$ cat config.mk
export PLATFORM = sky130hd
export DESIGN_NAME = channel_mixer
export DESIGN_NICKNAME = d
export VERILOG_FILES = /design/src/rtl/channel_mixer.sv
export SDC_FILE = /design/constraint.sdc
export NUM_CORES = 1
export LEC_CHECK = 0
export BUFFER_PORTS_ARGS = -buffer_cell sky130_fd_sc_hd__clkbuf_2
export CORE_ASPECT_RATIO = 0.8
export CORE_UTILIZATION = 45
export DETAILED_ROUTE_END_ITERATION = 10
export PLACE_DENSITY = 0.61
export SLEW_MARGIN = 20
export SYNTH_ARGS = -nofsm -noshare
export SYNTH_HDL_FRONTEND = slang
export SYNTH_SLANG_ARGS = --single-unit
$ cat constraint.sdc
create_clock -name Clock -period 10.5 [get_ports Clock]
set_input_delay 1.05 -clock Clock [delete_from_list [all_inputs] [get_ports Clock]]
set_output_delay 1.05 -clock Clock [all_outputs]
set_load 0.02 [all_outputs]
$ cat src/rtl/channel_mixer.sv
// channel_mixer: gain-scaled, time-multiplexed mix of NUM_CHANNELS waveforms into one saturated sample
module channel_mixer #(
  parameter int              NUM_CHANNELS = 2,
  parameter int              WIDTH        = 24,
  parameter logic [WIDTH-1:0] WAVE_MAX    = 24'hFFFFFF,
  parameter int              GAIN_W       = 8,
  parameter int              OUT_SHIFT    = $clog2(NUM_CHANNELS),
  parameter logic [15:0]     ADDR         = 16'h0100
) (
  input  logic                          Clock,
  input  logic                          Reset,
  input  logic [15:0]                   BusAddress,
  input  logic [7:0]                    BusData,
  input  logic                          BusWrite,
  input  logic [NUM_CHANNELS*WIDTH-1:0] Waveforms,
  input  logic                          SampleTick,
  output logic [WIDTH-1:0]              Waveform,
  output logic                          SampleValid,
  output logic                          Busy,
  output logic                          Overrun
);
  localparam int IW = NUM_CHANNELS > 1 ? $clog2(NUM_CHANNELS) : 1;
  localparam int PW = WIDTH + GAIN_W;
  localparam int AW = WIDTH + GAIN_W + $clog2(NUM_CHANNELS);
  localparam logic [GAIN_W-1:0] UNITY = GAIN_W'(1) << (GAIN_W - 1);

  typedef enum logic [1:0] {IDLE, ACCUM, OUT} state_t;

  state_t                  state_q, state_d;
  logic [IW-1:0]           idx_q, idx_d;
  logic [AW-1:0]           acc_q, acc_d;
  logic [WIDTH-1:0]        wave_snap_q [NUM_CHANNELS];
  logic [WIDTH-1:0]        wave_snap_d [NUM_CHANNELS];
  logic [GAIN_W-1:0]       gain_snap_q [NUM_CHANNELS];
  logic [GAIN_W-1:0]       gain_snap_d [NUM_CHANNELS];
  logic [GAIN_W-1:0]       gain_q [NUM_CHANNELS];
  logic [GAIN_W-1:0]       gain_d [NUM_CHANNELS];
  logic                    enable_q, enable_d;
  logic                    overrun_q, overrun_d;
  logic [WIDTH-1:0]        waveform_q, waveform_d;
  logic [PW-1:0]           prod;
  logic [AW-1:0]           sum;
  logic [AW-1:0]           scaled;
  logic [WIDTH-1:0]        sat;

  // The final accumulation and saturation are folded into the last ACCUM cycle so the
  // new sample is already registered when OUT raises SampleValid.
  assign prod        = PW'(wave_snap_q[idx_q]) * PW'(gain_snap_q[idx_q]);
  assign sum         = acc_q + AW'(prod >> (GAIN_W - 1));
  assign scaled      = sum >> OUT_SHIFT;
  assign sat         = scaled > AW'(WAVE_MAX) ? WAVE_MAX : scaled[WIDTH-1:0];
  assign Waveform    = waveform_q;
  assign SampleValid = state_q == OUT;
  assign Busy        = state_q != IDLE;
  assign Overrun     = overrun_q;

  // Register writes, overrun tracking and the IDLE/ACCUM/OUT sequencing.
  always_comb begin
    state_d     = state_q;
    idx_d       = idx_q;
    acc_d       = acc_q;
    wave_snap_d = wave_snap_q;
    gain_snap_d = gain_snap_q;
    gain_d      = gain_q;
    enable_d    = enable_q;
    overrun_d   = overrun_q;
    waveform_d  = waveform_q;
    for (int i = 0; i < NUM_CHANNELS; i++)
      if (BusWrite && BusAddress == ADDR + 16'(i)) gain_d[i] = BusData[GAIN_W-1:0];
    if (BusWrite && BusAddress == ADDR + 16'(NUM_CHANNELS)) begin
      enable_d = BusData[0];
      if (BusData[1]) overrun_d = 1'b0;
    end
    if (SampleTick && state_q != IDLE) overrun_d = 1'b1;
    case (state_q)
      IDLE: if (SampleTick && enable_q) begin
        for (int i = 0; i < NUM_CHANNELS; i++) wave_snap_d[i] = Waveforms[i*WIDTH +: WIDTH];
        gain_snap_d = gain_q;
        acc_d       = '0;
        idx_d       = '0;
        state_d     = ACCUM;
      end
      ACCUM: begin
        acc_d = sum;
        idx_d = idx_q + IW'(1);
        if (idx_q == IW'(NUM_CHANNELS - 1)) begin
          waveform_d = sat;
          state_d    = OUT;
        end
      end
      default: state_d = IDLE;
    endcase
  end

  // State registers with synchronous reset to unity gains, disabled, idle.
  always_ff @(posedge Clock) begin
    if (Reset) begin
      state_q     <= IDLE;
      idx_q       <= '0;
      acc_q       <= '0;
      wave_snap_q <= '{default: '0};
      gain_snap_q <= '{default: UNITY};
      gain_q      <= '{default: UNITY};
      enable_q    <= 1'b0;
      overrun_q   <= 1'b0;
      waveform_q  <= '0;
    end else begin
      state_q     <= state_d;
      idx_q       <= idx_d;
      acc_q       <= acc_d;
      wave_snap_q <= wave_snap_d;
      gain_snap_q <= gain_snap_d;
      gain_q      <= gain_d;
      enable_q    <= enable_d;
      overrun_q   <= overrun_d;
      waveform_q  <= waveform_d;
    end
  end
endmodule

# Word level (Yosys, flattened, before mapping)

Cells that the tools add are included.

Register bits: 142
Input bits: 76
Output and inout port bits: 27
Word-level logic and storage cells: 57

Multipliers: 1
Order comparisons: 2
$add $sub $neg: 2
Reductions and logical operators: 15
Equal/unequal tests: 7
Bitwise gates (word level): 1
Muxes and demuxes: 17

Operators by type and width:

| kind                   | count |
|---|---|
| $mux W24               | 4 |
| $pmux W33 S2           | 1 |
| $eq A16 B9 Y1 const B  | 3 |
| $add A33 B25 Y33       | 1 |
| $mux W33               | 1 |
| $gt A32 B24 Y1 const B | 1 |
| $mul A24 B8 Y32        | 1 |
| $mux W8                | 3 |
| $reduce_and A2 Y1      | 5 |
| $reduce_bool A2 Y1     | 4 |
| $logic_and A1 B1 Y1    | 5 |
| $mux W1                | 4 |
| $mux W2                | 2 |
| $ne A2 B2 Y1 const B   | 2 |
| $pmux W2 S2            | 1 |
| $eq A2 B1 Y1 const B   | 1 |
| $eq A2 B2 Y1 const B   | 1 |
| $ge A2 B2 Y1 const B   | 1 |
| $logic_not A2 Y1       | 1 |
| $not A1 Y2             | 1 |
| $pmux W1 S2            | 1 |
| $add A1 B1 Y1 const B  | 1 |

# Logic depth before layout (Yosys ltp)

Gate-level depths: netlist (run 1).

Depth in word-level cells: 8
Depth in mapped cells: 35

# Worst setup path before layout (run 1)

OpenSTA, ideal clock, no wires.

Path kind: reg-to-reg
From: register idx_q
To: register waveform_q[19], in the netlist Waveform[19]
Arrival: 8.492 ns
Path slack: 1.873 ns
Stages on the path, launching flop included: 33
Buffers on the path: 5
Path through: dfxtp_1 > buf_4 > buf_1 > clkbuf_1 > mux2i_1 > nor2_1 > fa_1 > fa_1 > fa_1 > inv_1 > fa_1 > inv_1 > ha_1 > a211o_1 > a211o_1 > a221oi_1 > o21ai_0 > o2111ai_2 > nand3_2 > o41a_1 > xor2_1 > ha_1 > clkbuf_2 > a21oi_1 > o21ai_0 > a211oi_1 > o21ai_2 > o2111ai_4 > mux2i_1 > mux2i_1 > a2111oi_4 > buf_6 > a211oi_2

Word-level cells in the longest chain between the ends: 8
Elaborated cells on any way between the ends: 12

RTL lines:

| item                                                                           | RTL line | RTL |
|---|---|---|
| start: declaration                                                             | 30       | `logic [IW-1:0] idx_q, idx_d;` |
| start signal: assignment                                                       | 109      | `idx_q <= idx_d;` |
| $not A1 Y2 (not written as such)                                               | 48       | `assign prod = PW'(wave_snap_q[idx_q]) * PW'(gain_snap_q[idx_q]);` |
| $mux W24 (not written as such) / $mux W8 (equally long branches) (3 in series) | 48       |  |
| $mul A24 B8 Y32                                                                | 48       |  |
| $add A33 B25 Y33                                                               | 49       | `assign sum = acc_q + AW'(prod >> (GAIN_W - 1));` |
| $gt A32 B24 Y1                                                                 | 51       | `assign sat = scaled > AW'(WAVE_MAX) ? WAVE_MAX : scaled[WIDTH-1:0];` |
| $mux W24                                                                       | 51       |  |
| end signal: assignment                                                         | 116      | `waveform_q <= waveform_d;` |
| end: declaration                                                               | 40       | `logic [WIDTH-1:0] waveform_q, waveform_d;` |

Several ways; a longest one is shown, not always the timed one. The select of a mux whose other input is x is not followed.
A chain may end at the register's enable or synchronous reset.

# Worst setup path in the final report (run 1)

From: register idx_q
To: register waveform_q[6], in the netlist Waveform[6]

Same word-level chain as after synthesis.

==> results.yml, run 1 <==
sta:
  fin_crit_sh_pct: 86.95
  tightestPinTransition_ns: 1.040
  fin_tns_setup_ns: 0
  rsz0062_at_grt: "false"
  setup_slack_ns: 1.370
  final_max_slew_viol_count: 0
  skew_ns: 0.01830
  setup_viol: 0
  slew_headroom_pct: 28.72
  max_freq_mhz: 109.5
  report.final.hold_viol_count: 0
  holdWs_ns: 0.4564
  period_minus_slack_ns: 9.130
setup_path:
  cp.required_ns: 10.79
  cp.depth: 30
  max_stage_delay_ns: 0.71
  reg2reg_slack_ns: 1.37
  cp-endpoint: "Waveform[6]"
  critPathMaxFanout: 24
  arrival_ns: 9.42
  cp_top_family: "adder cells"
  cp_slowest_cell: "nor4b_1"
  timing.rr.end: "Waveform[6]"
  path_common_cell: "fa_1"
  cp-start-kind: "flop"
  r2r_start: "idx_q"
  r2r_cells: 30
  crit_start: "idx_q"
  cp.buffers_inverters: 5
  setup.worst_path.end_class: "flop"
  critical_path_class: "reg -> reg"
layout:
  fin_util_pct: 51.20
  fill_cells: 2625
  final_cells: 1974
  multi_input_area_um2: 8811
  drive_above_1_share_pct: 12.67
  seqCellArea_um2: 2844
  diodes: 0
  area_delta_synth_final_pct: 11.25
  fin_nets: 1884
power:
  ir_worst_vdd_mv: 0.1137
  leakage_nw: 6.069
  power.density_nw_per_um2: 84.80
detailed_routing:
  ant_nets: 0
  avgRoutedWirePerCell_um: 15.62
  drc: 0
  routed_via_density: 5.285
  dr_total_vias: 10430
  drtIter0Drc: 634
  drt_pre_antenna_iters: 5
  drt-total-wl_mm: 30.84
placement:
  dp_slack_ns: 1.456
  hpwl_mm: 23.17
  place.gp.congestion: 0.9025
  placedCellCount: 1942
  io_buffers: 102
logic_synthesis:
  synth-main-ff-cell: "dfxtp_1"
  ys_types: 72
  synth_seq_cells: 142
  synthTopCellsByArea: "dfxtp_1 (23%), fa_1 (21%), ha_1 (7.8%)"
  avgSynthCellArea_um2: 8.258
  synth_edf_count: 0
  async_reset_ff_share_pct: 0
  synth_cells: 1525
  yosys.area.top_type: "dfxtp_1"
  synth_top_area_share_pct: 22.57
  synth.yosys.warnings: 0
  yosysSeqAreaShare_pct: 22.57
  synth_commonest_cells: "nor2_1 (237), nand2_1 (200), inv_1 (168)"
  synth_nets: 1812
  syn_area_um2: 12590
  synth.most_common_cell: "nor2_1"
clocking:
  clkSinkCount: 142
  clk_pin_slew_worst_paths_ns: 0.07
  htree_levels: 4
  clk_latency_ns: 0.45
  post_cts_buffers: 0
  cts_tree: "yes"
  cts_resized: 0
  root_buffer: "clkbuf_16"
  cts_buffer_depth: 2
  ctsHoldBuffers: 0
  numCtsBuffers: 17
floorplanning:
  fp.dieW_um: 189.0
  coreArea_um2: 27360
  die_y_um: 151.6
  io_pins: 103
  initial_core_util_pct: 46.02
  die_area_um2: 28660
  rows: 54
min_path:
  hp-start: "wave_snap_q[36]"
  min_path_type: "reg -> reg"
grt:
  grt_pass1_vias: 10010
  antenna_found_initial: 0
  use_met2_pct: 35.13
  grt_usage_pct: 22.38
  grt.busiest_layer: "met2"
  grt_first_pass_wirelength_mm: 50.89
  grt_overflow: 0
  use_met1_pct: 32.24
  grt_use_met3_pct: 3.386
  grt_max_degree: 92
outcome:
  status: "finished, final reports clean"
job:
  maxCapViolCount: 0
[power by group]
part	leakage, nW	total, W	internal [W]	switching [W]
Clock	0.284	0.000625	0.000338	0.000287
Combinational	4.64	0.0000251	0.0000113	0.0000139
Sequential	1.14	0.000538	0.000538	0.000000000784
[state kept, by name, indices dropped and copies added, names as in the netlist]
register and count:
acc_q 33, Waveform 24, Overrun 1, gain_snap_q 16, enable_q 1, idx_q 1
state_q 2, wave_snap_q 48, gain_q 16
[per-stage QoR]
| step | power [W] | area (um^2) |
|---|---|---|
| finish | 0.001188 | 14010 |
| global route | 0.001226 | 14010 |
| CTS | 0.001199 | 14000 |
| detailed placement | 0.0005760 | 13410 |
| global placement | 0.0005756 | 13410 |
| floorplan | 0.0005594 | 12590 |
[cells by family (layout without fill, tap and decap cells)]
logic type	after synthesis	in the layout	share of synthesized area, %
AO/OA/AOI/OAI	262	262	13.64
XOR/XNOR	45	45	3.130
adder cells (fa/ha/maj)	211	211	28.83
buffers and inverters	239	324	7.690
flip-flops	142	142	22.57
multiplexers	56	56	4.580
AND/OR/NAND/NOR	570	570	19.55
[layer usage]
metal	routed length (um)	share of wire, %
met1	15580	51
met2	13870	45
met5	0	0
met4	397	1.3
met3	995	3.2
[worst min path at each step]
stage | endpoint | slack, ns | depth (start not counted)
final | wave_snap_q[36] | 0.46 | 2
after global routing | wave_snap_q[36] | 0.47 | 2
after CTS | wave_snap_q[36] | 0.45 | 2
after detailed placement | gain_snap_q[7] | 0.44 | 2
after global placement | gain_snap_q[7] | 0.44 | 2
after floorplan | gain_snap_q[15] | 0.43 | 2
[worst min-delay path, delay by kind of cell (launching register included)]
kind / cells / cell delay, ns
AO/OA/AOI/OAI: 1 / 0.05
flip-flops: 1 / 0.31
AND/OR/NAND/NOR: 1 / 0.05
[area by class of cell]
type / instances / share of cell area (%)
multi-input cells: 1144 / 62.89
flip-flops and latches: 142 / 20.30
repair buffers: 124 / 4.841
inverters: 168 / 4.501
well taps: 364 / 3.251
clock buffers: 17 / 3.037
clock inverters: 15 / 1.179
[cells in the final DEF (no fill, tap or decap), drive strengths merged, types with 3 or more instances in the layout]
cell type  count
a21oi        112
ha            79
nand4         15
nor2         237
inv          177
nand2b        20
nor3          14
a31oi         15
xnor2         28
fa           132
o21a           8
a211o          5
buf           23
a21boi         3
nand2        201
nor4b          3
and2           3
or2           12
a41oi          5
mux2          10
o31ai          7
xor2          17
o21ai         42
a211oi        27
clkinv         3
nor2b         25
nand3         21
a21o           9
a311oi         5
clkbuf       118
o221ai         3
o21bai         5
and3           6
mux2i         46
nand3b         5
dfxtp        142
Note: power is estimated with default switching activity, not from simulation.
==> run 2, diff against run 1 <==
--- a/config.mk
+++ b/config.mk
@@ -10,6 +10,7 @@
 export CORE_UTILIZATION = 45
 export DETAILED_ROUTE_END_ITERATION = 10
 export PLACE_DENSITY = 0.61
+export RECOVER_POWER = 50
 export SLEW_MARGIN = 20
 export SYNTH_ARGS = -nofsm -noshare
 export SYNTH_HDL_FRONTEND = slang
==> run 2 against run 1 <==
Compared with the run above: the flow now finishes with violations (max-capacitance violations, max-slew violations); critical endpoint unchanged; critical path depth is the same; clock skew grew 0.00086 ns; highest routed layer unchanged; largest power group unchanged; via count grew 0.35%; fmax shrank 2.6%.
==> results.yml, run 2 (synthesized netlist as in run 1, its figures left out) <==
sta:
  report.final.hold_viol_count: 0
  max_freq_mhz: 106.7
  rsz0062_at_grt: "false"
  fin_tns_setup_ns: 0
  fin_crit_sh_pct: 89.29
  setup_viol: 0
  holdWs_ns: 0.4554
  final_max_slew_viol_count: 239
  skew_ns: 0.01917
  period_minus_slack_ns: 9.376
  slew_headroom_pct: -184.9
  tightestPinTransition_ns: 4.274
clocking:
  cts_tree: "yes"
  clkSinkCount: 142
  htree_levels: 4
  clk_latency_ns: 0.45
  clk_pin_slew_worst_paths_ns: 0.07
  numCtsBuffers: 17
  cts_buffer_depth: 2
  root_buffer: "clkbuf_16"
  post_cts_buffers: 0
  ctsHoldBuffers: 0
  cts_resized: 0
detailed_routing:
  ant_nets: 0
  drt-total-wl_mm: 30.87
  drc: 0
  drtIter0Drc: 623
  drt_pre_antenna_iters: 5
  avgRoutedWirePerCell_um: 15.64
  dr_total_vias: 10470
  routed_via_density: 5.304
placement:
  hpwl_mm: 23.17
  place.gp.congestion: 0.9025
  io_buffers: 102
setup_path:
  arrival_ns: 9.67
  setup.worst_path.end_class: "flop"
  crit_start: "idx_q"
  path_common_cell: "fa_1"
  cp_top_family: "adder cells"
  r2r_start: "idx_q"
  cp.buffers_inverters: 5
  critPathMaxFanout: 24
  critical_path_class: "reg -> reg"
  cp_slowest_cell: "dfxtp_1"
  cp.required_ns: 10.79
  max_stage_delay_ns: 0.79
  cp-start-kind: "flop"
grt:
  grt_first_pass_wirelength_mm: 50.89
  grt_overflow: 0
  grt_pass1_vias: 10010
  grt_usage_pct: 22.38
  grt_max_degree: 92
  antenna_found_initial: 0
power:
  seqPwrFrac_pct: 45.3
  power.share.switching_pct: 25.34
  ir_worst_vdd_mv: 0.1128
  internal-power_w: 0.0008871
  combPwrFrac_pct: 2.1
  leakage_nw: 5.961
  power.density_nw_per_um2: 85.12
  netSwitchingPower_w: 0.0003010
  clockPowerShare_pct: 52.6
layout:
  final_common_cell: "nor2_1"
  drive_above_1_share_pct: 10.68
  largest_reg_flops: 48
  regMostFlops: "wave_snap_q"
  fin_nets: 1884
  final_cell_mix: "nor2_1 (237), nand2_1 (200), inv_1 (168), dfxtp_1 (142), fa_1 (132)"
  fill_cells: 2638
  diodes: 0
  area_delta_synth_final_pct: 10.85
min_path:
  hp-start: "wave_snap_q[36]"
  min_path_type: "reg -> reg"
floorplanning:
  die_area_um2: 28660
  rows: 54
  coreArea_um2: 27360
  die_y_um: 151.6
  io_pins: 103
  fp.dieW_um: 189.0
  initial_core_util_pct: 46.02
outcome:
  violations: "max-capacitance violations, max-slew violations"
  status: "finished, violations left"
job:
  maxCapViolCount: 3
[run 2: area by class of cell]
class                   count  area (um^2)  share of cell area (%)
well taps                 364        455.4                   3.263
inverters                 168        630.6                   4.517
repair buffers            124        629.4                   4.508
clock buffers              17        425.4                   3.047
clock inverters            15        165.2                   1.183
multi-input cells        1144         8811                   63.12
flip-flops and latches    142         2843                   20.36
[run 2: final timing paths]
kind,to,slack [ns],cells past startpoint
worst min-delay path,wave_snap_q[36],0.46,2
worst max register to register,Waveform[6],1.12,30
worst min register to register,wave_snap_q[36],0.46,2
worst max-delay path,Waveform[6],1.12,30
[run 2: power by group through the flow]
stage | clock [W] | combinational (W) | sequential (W)
4_1_cts | 0.000636 | 0.0000255 | 0.000538
2_1_floorplan | 0 | 0.00000872 | 0.000551
3_5_place_dp | 0 | 0.0000254 | 0.000551
6_report | 0.000625 | 0.0000249 | 0.000538
3_3_place_gp | 0 | 0.0000250 | 0.000551
5_1_grt | 0.000660 | 0.0000276 | 0.000538
[run 2: stage by stage]
stage                     instance area (um^2)  util (%)  cells   power, W  setup WS, ns
after global routing                     13960     51.02   1974   0.001225        0.5173
after global placement                   13410     49.01   1942  0.0005756         1.652
after detailed placement                 13410     49.01   1942  0.0005760         1.456
final                                    13960     51.02   1974   0.001188         1.124
after CTS                                14000     51.17   1974   0.001199         1.403
after floorplan                          12590         -   1525  0.0005594         1.873
[run 2: worst reg2reg max path: cells and delay by family, from the launching register on]
kind / cells / cell delay, ns
AO/OA/AOI/OAI: 10 / 2.29
XOR/XNOR: 1 / 0.14
adder cells (fa/ha/maj): 6 / 2.78
buffers and inverters: 5 / 1.07
flip-flops: 1 / 0.79
multiplexers: 3 / 0.75
AND/OR/NAND/NOR: 5 / 1.39
[run 2: routing by layer]
layer  GRT usage, %  routed length [um]  vias up
li1               -                   -     5125
met2          35.13               13860      226
met1          32.24               15340     5086
met3          3.386                1247       33
met5              0                   0        -
met4          5.524                 414        0
==> run 3, diff against run 2 <==
--- a/config.mk
+++ b/config.mk
@@ -5,11 +5,12 @@
 export SDC_FILE = /design/constraint.sdc
 export NUM_CORES = 1
 export LEC_CHECK = 0
+export ABC_AREA = 1
 export BUFFER_PORTS_ARGS = -buffer_cell sky130_fd_sc_hd__clkbuf_2
 export CORE_ASPECT_RATIO = 0.8
 export CORE_UTILIZATION = 45
 export DETAILED_ROUTE_END_ITERATION = 10
-export PLACE_DENSITY = 0.61
+export PLACE_DENSITY = 0.6
 export RECOVER_POWER = 50
 export SLEW_MARGIN = 20
 export SYNTH_ARGS = -nofsm -noshare
==> run 3 against run 2 <==
Compared with the run above: the flow still finishes with violations (max-capacitance violations, max-slew violations); combinational power grew 23%; wire length grew 20%; synthesized cell count grew 36%; synthesized area grew 11%; design area grew 11%; total power grew 1.8%; hold slack gained 0.0018 ns; via count grew 23%; sequential cell count is the same; register-to-register slack gained 0.89 ns.
==> results.yml, run 3 <==
setup_path:
  setup.worst_path.end_class: "flop"
  crit_start: "idx_q"
  cp-start-kind: "flop"
  cp_slowest_cell: "nor2_4"
  critical_path_class: "reg -> reg"
  max_stage_delay_ns: 0.56
  arrival_ns: 8.83
  critPathMaxFanout: 38
  path_common_cell: "nand2_1"
  cp.required_ns: 10.84
  r2r_start: "idx_q"
detailed_routing:
  drt-total-wl_mm: 37.14
  routed_via_density: 5.005
  wirelength_met1_mm: 18.49
  wl_met2_mm: 16.16
  route.met3.wl_mm: 2.014
  ant_nets: 0
  drt_pre_antenna_iters: 7
  route.top_layer_used: "met4"
  drtIter0Drc: 907
  dr_total_vias: 12850
  avgRoutedWirePerCell_um: 14.47
  drc: 0
sta:
  skew_ns: 0.01995
  max_freq_mhz: 117.8
  fin_crit_sh_pct: 80.86
  slew_headroom_pct: -101.6
  tightestPinTransition_ns: 3.025
  final_max_slew_viol_count: 145
  setup_slack_ns: 2.010
  fin_tns_setup_ns: 0
  rsz0062_at_grt: "false"
  setup_viol: 0
  report.final.hold_viol_count: 0
  period_minus_slack_ns: 8.490
  holdWs_ns: 0.4573
layout:
  regMostFlops: "wave_snap_q"
  final_area_um2: 15450
  fill_cells: 3179
  largest_reg_flops: 48
  final_cell_mix: "nand2_1 (427), inv_1 (385), nor2_1 (356), dfxtp_1 (142), fa_1 (132)"
  drive_above_1_share_pct: 8.496
  final_cells: 2567
  diodes: 0
  fin_nets: 2428
  area_delta_synth_final_pct: 10.25
  final_common_cell: "nand2_1"
outcome:
  status: "finished, violations left"
  violations: "max-capacitance violations, max-slew violations"
grt:
  grt_first_pass_wirelength_mm: 62.25
  grt_overflow: 0
  grt_usage_pct: 24.60
  antenna_found_initial: 0
  grt_max_degree: 82
  grt_pass1_vias: 12500
logic_synthesis:
  synth_top_area_share_pct: 20.28
  syn_area_um2: 14010
  avgSynthCellArea_um2: 6.764
  synth_commonest_cells: "nand2_1 (427), inv_1 (385), nor2_1 (357)"
  synth_cells: 2072
  synth_nets: 2359
  synth_edf_count: 0
  yosysSeqAreaShare_pct: 20.28
  yosys.area.top_type: "dfxtp_1"
  synthTopCellsByArea: "dfxtp_1 (20%), fa_1 (19%), nand2_1 (11%)"
  synth.most_common_cell: "nand2_1"
  ys_types: 45
  synth_seq_cells: 142
  async_reset_ff_share_pct: 0
  synth-main-ff-cell: "dfxtp_1"
  synth.yosys.warnings: 0
clocking:
  clkSinkCount: 142
  ctsHoldBuffers: 0
  numCtsBuffers: 17
  clk_latency_ns: 0.45
  root_buffer: "clkbuf_16"
  clk_pin_slew_worst_paths_ns: 0.07
  htree_levels: 4
  cts_buffer_depth: 2
  cts_resized: 0
  cts_tree: "yes"
  post_cts_buffers: 0
power:
  seqPwrFrac_pct: 44.5
  leakage_nw: 7.846
  power.share.switching_pct: 27.49
  clockPowerShare_pct: 53.0
  netSwitchingPower_w: 0.0003323
  combPwrFrac_pct: 2.5
  power.density_nw_per_um2: 78.25
  internal-power_w: 0.0008767
  ir_worst_vdd_mv: 0.1109
placement:
  placedCellCount: 2535
  io_buffers: 102
  place.gp.congestion: 0.9186
  place_area_um2: 14870
  hpwl_mm: 29.00
  dp_slack_ns: 2.138
floorplanning:
  io_pins: 103
  initial_core_util_pct: 45.91
  rows: 57
  die_y_um: 159.8
  coreArea_um2: 30520
  die_area_um2: 31860
  fp.dieW_um: 199.3
min_path:
  min_path_type: "reg -> reg"
  hp-start: "gain_q[9]"
job:
  maxCapViolCount: 3
==> run 3: changes by cell type in the layout (fill, tap and decap cells not counted), moves of 11 or more <==
cell and change:
nand3_2 +12, o21ai_0 +61, nand2_1 +227, nor2_1 +119, nand2b_1 -19, xor2_1 +11
inv_1 +217, a211oi_1 -22, nor2b_1 -25, mux2i_1 -32, a21oi_1 +20, nand3_1 +43
xnor2_1 -22
==> run 3: final timing paths <==
check,slack (ns),endpoint,depth (start not counted)
min,0.46,gain_q[9],2
min reg2reg,0.46,gain_q[9],2
max reg2reg,2.01,Waveform[0],39
max,2.01,Waveform[0],39
==> run 3: routing by layer <==
metal / vias up / GRT usage, %
met5: - / 0
met4: 0 / 5.559
met3: 33 / 4.266
met2: 291 / 37.95
met1: 6060 / 35.65
li1: 6465 / -
==> run 3: per-stage QoR <==
stage / util (%) / power, W
floorplan: - / 0.0005630
global placement: 48.72 / 0.0005806
detailed placement: 48.72 / 0.0005809
CTS: 50.75 / 0.001223
global route: 50.62 / 0.001251
finish: 50.62 / 0.001209
==> run 3: final cells by class <==
type	count	area [um^2]	area share, %
clock buffer	17	425.4	2.753
clock inverter	15	195.2	1.263
inverter	390	1464	9.474
multi-input combinational	1476	9448	61.15
sequential	142	2843	18.40
tap	413	516.7	3.344
timing repair buffer	114	559.3	3.620
==> run 3: worst max-delay path: cells and delay by family (launching register included) <==
kind | cells | cell delay, ns
flops | 1 | 0.31
compound gates | 5 | 0.81
fa+ha+maj | 6 | 2.74
buf+inv | 10 | 1.65
simple gates | 18 | 2.81
==> run 3: kinds of logic after synthesis <==
family | Yosys count | share of synthesized area (%)
muxes | 12 | 0.8571
xor gates and xnor gates | 34 | 2.125
adders and majority gates | 211 | 25.91
DFF | 142 | 20.28
buffers and inverters | 454 | 12.42
and+or+nand+nor | 947 | 28.21
AOI/OAI and AO/OA | 272 | 10.20
==> run 3: power groups by stage <==
stage / registers (W) / clock network, W / logic (W)
2_1_floorplan: 0.000551 / 0 / 0.0000124
3_3_place_gp: 0.000551 / 0 / 0.0000300
3_5_place_dp: 0.000551 / 0 / 0.0000303
4_1_cts: 0.000538 / 0.000655 / 0.0000303
5_1_grt: 0.000538 / 0.000678 / 0.0000344
6_report: 0.000538 / 0.000640 / 0.0000306
